File: src/rtl/lfsr_pkg.sv
// Shared constants and the Fibonacci tap table for the LFSR PRNG.
package lfsr_pkg;

    localparam int LFSR_MIN_BITS = 3;
    localparam int LFSR_MAX_BITS = 32;

    // Mask bit for a 1-indexed tap position (tap N is the MSB of an N-bit register).
    function automatic logic [31:0] f_tap_bit(int k);
        return 32'd1 << (k - 1);
    endfunction

    // XNOR-feedback taps for a maximal-length sequence of each supported width.
    function automatic logic [31:0] f_lfsr_taps(int n);
        logic [31:0] m;
        m = '0;
        case (n)
            3:  m = f_tap_bit(3)  | f_tap_bit(2);
            4:  m = f_tap_bit(4)  | f_tap_bit(3);
            5:  m = f_tap_bit(5)  | f_tap_bit(3);
            6:  m = f_tap_bit(6)  | f_tap_bit(5);
            7:  m = f_tap_bit(7)  | f_tap_bit(6);
            8:  m = f_tap_bit(8)  | f_tap_bit(6)  | f_tap_bit(5) | f_tap_bit(4);
            9:  m = f_tap_bit(9)  | f_tap_bit(5);
            10: m = f_tap_bit(10) | f_tap_bit(7);
            11: m = f_tap_bit(11) | f_tap_bit(9);
            12: m = f_tap_bit(12) | f_tap_bit(6)  | f_tap_bit(4) | f_tap_bit(1);
            13: m = f_tap_bit(13) | f_tap_bit(4)  | f_tap_bit(3) | f_tap_bit(1);
            14: m = f_tap_bit(14) | f_tap_bit(5)  | f_tap_bit(3) | f_tap_bit(1);
            15: m = f_tap_bit(15) | f_tap_bit(14);
            16: m = f_tap_bit(16) | f_tap_bit(15) | f_tap_bit(13) | f_tap_bit(4);
            17: m = f_tap_bit(17) | f_tap_bit(14);
            18: m = f_tap_bit(18) | f_tap_bit(11);
            19: m = f_tap_bit(19) | f_tap_bit(6)  | f_tap_bit(2) | f_tap_bit(1);
            20: m = f_tap_bit(20) | f_tap_bit(17);
            21: m = f_tap_bit(21) | f_tap_bit(19);
            22: m = f_tap_bit(22) | f_tap_bit(21);
            23: m = f_tap_bit(23) | f_tap_bit(18);
            24: m = f_tap_bit(24) | f_tap_bit(23) | f_tap_bit(22) | f_tap_bit(17);
            25: m = f_tap_bit(25) | f_tap_bit(22);
            26: m = f_tap_bit(26) | f_tap_bit(6)  | f_tap_bit(2) | f_tap_bit(1);
            27: m = f_tap_bit(27) | f_tap_bit(5)  | f_tap_bit(2) | f_tap_bit(1);
            28: m = f_tap_bit(28) | f_tap_bit(25);
            29: m = f_tap_bit(29) | f_tap_bit(27);
            30: m = f_tap_bit(30) | f_tap_bit(6)  | f_tap_bit(4) | f_tap_bit(1);
            31: m = f_tap_bit(31) | f_tap_bit(28);
            32: m = f_tap_bit(32) | f_tap_bit(22) | f_tap_bit(2) | f_tap_bit(1);
            default: m = '0;
        endcase
        return m;
    endfunction

endpackage

File: src/rtl/lfsr_prng.sv
// Fibonacci XNOR LFSR: one maximal-length step per enabled clock, reseedable,
// with a combinational match flag against the presented seed.
module lfsr_prng
    import lfsr_pkg::*;
#(
    parameter int NUM_BITS = 8
) (
    input  logic                i_Clk,
    input  logic                i_Rst_L,
    input  logic                i_Enable,
    input  logic                i_Seed_DV,
    input  logic [NUM_BITS-1:0] i_Seed_Data,
    output logic [NUM_BITS-1:0] o_LFSR_Data,
    output logic                o_LFSR_Done
);

    if (NUM_BITS < LFSR_MIN_BITS || NUM_BITS > LFSR_MAX_BITS) begin : g_bad_width
        $error("lfsr_prng: NUM_BITS=%0d outside %0d..%0d", NUM_BITS, LFSR_MIN_BITS, LFSR_MAX_BITS);
    end

    localparam logic [NUM_BITS-1:0] TAP_MASK = NUM_BITS'(f_lfsr_taps(NUM_BITS));

    logic [NUM_BITS-1:0] r_LFSR;
    logic                w_feedback;

    // XNOR feedback makes all-ones the lock-up state, so all-zero is a legal start.
    assign w_feedback = ~^(r_LFSR & TAP_MASK);

    // Reset beats seed load, seed load beats stepping; otherwise hold.
    always_ff @(posedge i_Clk) begin
        if (!i_Rst_L) begin
            r_LFSR <= '0;
        end else if (i_Seed_DV) begin
            r_LFSR <= i_Seed_Data;
        end else if (i_Enable) begin
            r_LFSR <= {r_LFSR[NUM_BITS-2:0], w_feedback};
        end
    end

    assign o_LFSR_Data = r_LFSR;
    assign o_LFSR_Done = (r_LFSR == i_Seed_Data);

endmodule

File: config.mk
export PLATFORM = sky130hd
export DESIGN_NAME = lfsr_prng
export DESIGN_NICKNAME = d
export VERILOG_FILES = /design/src/rtl/lfsr_pkg.sv /design/src/rtl/lfsr_prng.sv
export SDC_FILE = /design/constraint.sdc
export NUM_CORES = 1
export LEC_CHECK = 0
export CORE_MARGIN = 5
export CORE_UTILIZATION = 36
export DETAILED_ROUTE_END_ITERATION = 16
export GPL_TIMING_DRIVEN = 0
export PLACE_DENSITY = 0.7
export SLEW_MARGIN = 10
export SYNTH_ARGS = -nofsm -noshare
export SYNTH_HDL_FRONTEND = slang
export SYNTH_SLANG_ARGS = --single-unit
File: constraint.sdc
create_clock -name i_Clk -period 0.9 [get_ports i_Clk]
set_input_delay 0.27 -clock i_Clk [delete_from_list [all_inputs] [get_ports i_Clk]]
set_output_delay 0.27 -clock i_Clk [all_outputs]
set_load 0.02 [all_outputs]
Word-level counts from Yosys, hierarchy flattened

Index checks and enable logic that the tools add are counted.

Equal/unequal tests: 1
Mux-type cells: 2
Reduce and logical (&&, ||, !) cells: 2

Operator list:

| kind              | number |
|---|---|
| $mux 8            | 2 |
| $eq 8x8->1        | 1 |
| $reduce_xnor 8->1 | 1 |
| $reduce_bool 2->1 | 1 |

Flip-flop bits (word level): 8
Input bits: 12
Output and inout port bits: 9
Logic and storage cells: 6

Depth between registers and ports, before layout

Depth after elaboration: 3
Depth in mapped cells: 4
Gate-level depth less buffers: 3

Least setup slack after synthesis

OpenSTA, ideal clock, no wires.

Kind: flip-flop to output port
Start point: reg r_LFSR[5], in the netlist o_LFSR_Data[5]
End point: out o_LFSR_Done
Data arrival time: 1.047 ns
Required time: 0.630 ns
Setup slack: -0.417 ns
Cell stages (with the launch flop): 4
Path buffers: 0
Cells stage by stage: dfxtp_1 -> xnor2_1 -> nand4_1 -> nor2_1

Cells in the longest elaborated chain, start to end: 1

RTL lines:

| item                     | line            | source |
|---|---|---|
| start: declaration       | lfsr_prng.sv:23 | `logic [NUM_BITS-1:0] r_LFSR;` |
| start signal: assignment | lfsr_prng.sv:34 | `r_LFSR <= i_Seed_Data;` |
| start signal: assignment | lfsr_prng.sv:36 | `r_LFSR <= {r_LFSR[NUM_BITS-2:0], w_feedback};` |
| $eq 8x8->1               | lfsr_prng.sv:41 | `assign o_LFSR_Done = (r_LFSR == i_Seed_Data);` |
| end: declaration         | lfsr_prng.sv:14 | `output logic o_LFSR_Done` |

Every way passes these cells.

Worst setup path after layout

Start point: reg r_LFSR[6], in the netlist o_LFSR_Data[6]
End point: out o_LFSR_Done

The elaborated chain is that of the path after synthesis.

==> reports/results.txt <==
crit path max fanout: 4
Final setup viols: 14
vias post-DR: 489
f_max: 688.2 MHz
register area share after synthesis: 32.74%
clk root buf: clkbuf_4
WP depth: 4
Seq cells post-synth: 8
WHS Path Cells: 3
unrepaired setup endpoints after global routing: yes
Placed Instance Area: 734.5 um^2
R2R cell count: 5
top post-synthesis cells by area: dfxtp_1 33%, xnor2_1 18%, mux2i_1 14%
ant diodes: 0
area share of the largest cell type after synthesis: 32.74%
PortBufs: 19
largest net degree at the start of global routing: 11
Max rail drop VDD: 698.1 uV
P&R area growth vs syn: 74.17%
WP buf/inv: 1
synth cell count leaders: 10 x xnor2_1, 8 x dfxtp_1
Mean Syn Cell Area: 8.736 um^2
DRT antenna net count: 0
CTS max path bufs: 2
leakage power: 0.3626 nW
Synth async-reset ratio: 0%
Final min period: 1.453 ns
Worst Max-Slew Pin Slew: 0.3226 ns
syn_nets: 68
ratio of cells with drive above 1 in the final layout: 39.76%
routed vias/inst: 4.990
Setup Skew: 0.001528 ns
gr usage total: 13.43%
Crit-path slowest cell: dfxtp_4
Post-Syn Area: 489.2 um^2
worst r2r src: o_LFSR_Data[1]
pwr dens: 1166 mW/mm^2
CP max stage delay: 0.36 ns
Rel. slew slack: 78.49%
Setup WS post-layout: -0.5530 ns
Initial Util: 37.60%
core region area: 0.001301 mm^2
total routed wirelength: 1297 um
status: complete, but fails checks
Post-synth EDFFs: 0
Fin. Hold Viols: 0
RePlAce Congestion: 0.7239
Startpoint Class: flop
DIE HEIGHT: 46.87 um
Worst Hold End: o_LFSR_Data[0]
Max-cap violations: 0
row count: 13
worst-path cell chain: xnor2_1 > nand4_1 > nor2_4 > buf_6
WL/cell: 13.23 um
detailed-route DRC error count: 0
Largest register FFs: 8
TritonRoute pass-1 iters: 2
fin area: 852.1 um^2
Worst-path clk slew: 0.06 ns
Required @ worst endpoint: 0.63 ns
Crit path max-delay family: flip-flops
Top Ports: 21
RR Endpoint: o_LFSR_Data[2]
critical setup path kind: reg2out
Synth Instances: 56
initial antenna violation count: 0
Worst Setup SP: o_LFSR_Data[6]
first-pass GRT wire length: 2028 um
failing checks: setup timing
CP Data Arrival Time: 1.18 ns
pre-CTS setup slack: -1.158 ns
CTS Sinks: 8
period utilization: 161.4%
TritonCTS Buffers: 3
Post-synth top flop: dfxtp_1
worst hold start: i_Enable
TritonCTS clock tree: yes
Die Footprint: 0.002196 mm^2
Yosys cell types: 15
worst hold path class: in2reg
reg2reg setup slack: -0.11 ns
htree depth: 1
fin nets: 97
clk_lat worst skew: 0.25 ns
Max Slew Vio Count: 0
DRT iter0 DRCs: 5
total grt overflow: 0
most frequent cell after synthesis: xnor2_1
die width: 46.87 um
post-detail-place hpwl: 859.5 um
vias in the first global route: 462
synth warn: 0
critical path capture point type: output pin
Yosys top cell by area: dfxtp_1
## repair_timing
action | in CTS | in global routing
hold buffers | 0 | 0
hold endpoints to repair | 0 | 0
endpoints found under the setup margin | 17 | 14
resized for setup | 73 | 10
pin swaps | 4 | 3
buffers inserted | 3 | 2
## cell usage in the layout (no fill, tap or decap), drive strengths merged
cell,count
a31oi,1
and2,7
buf,15
clkbuf,4
clkdlybuf4s15,1
dfxtp,8
dlygate4sd2,9
mux2i,7
nand2,7
nand3b,1
nand4,2
nor2,1
nor4bb,1
o21ai,8
xnor2,10
xor2,1
## layer usage
metal | track usage (%) | share of wire (%) | up-vias
met5 | 0 | 0 | -
met4 | 8.287 | 0.77 | 0
met3 | 3.831 | 5.6 | 2
met2 | 19.24 | 46 | 11
met1 | 17.62 | 47 | 229
li1 | - | - | 247
## cell families after synthesis
| kind of cell | count (synthesis) | share of synthesized area [%] |
|---|---|---|
| AND/OR/NAND/NOR | 19 | 21.23 |
| XOR/XNOR | 11 | 19.69 |
| AO/OA/AOI/OAI | 9 | 9.462 |
| flip-flops | 8 | 32.74 |
| multiplexers | 7 | 14.32 |
| buffers and inverters | 2 | 2.557 |
## cell type report
type,instances,area (um^2)
Sequential cell,8,190.2
Tap cell,15,18.77
Clock buffer,3,22.52
Multi-Input combinational cell,46,354.1
Timing Repair Buffer,24,247.7
Buffer,2,18.77
Fill cell,124,449.2
## stage by stage
step                      setup TNS (ns)  hold slack [ns]  power, mW  utilization, %  cells
after detailed placement          -8.889           0.5736     0.6809           56.44     90
after global placement            -9.026           0.5787     0.6802           56.44     90
final                             -2.167           0.3108     0.9938           65.48     98
after CTS                         -2.250           0.3046     0.9808           61.83     96
after global routing              -2.801           0.3178      1.055           65.48     98
after floorplan                  -0.2075           0.3909     0.5552               -     56
## tightest hold or removal path, delay by kind of cell
kind	cells	cell delay (ns)
buffers and inverters	1	0.13
and+or+nand+nor	1	0.08
AOI/OAI and AO/OA	1	0.05
## report_power, final
group	switching (mW)	total [mW]	leakage [nW]	internal, mW
logic	0.133	0.312	0.277	0.179
registers	0.0328	0.404	0.0713	0.371
clock network	0.125	0.278	0.0138	0.153
## how the worst max path moves through the flow
stage | to | slack [ns]
floorplan | o_LFSR_Done | -0.21
detailed placement | o_LFSR_Done | -1.16
global placement | o_LFSR_Done | -1.17
global route | o_LFSR_Done | -0.61
CTS | o_LFSR_Done | -0.55
finish | o_LFSR_Done | -0.55
(Power assumes the default switching activity.)
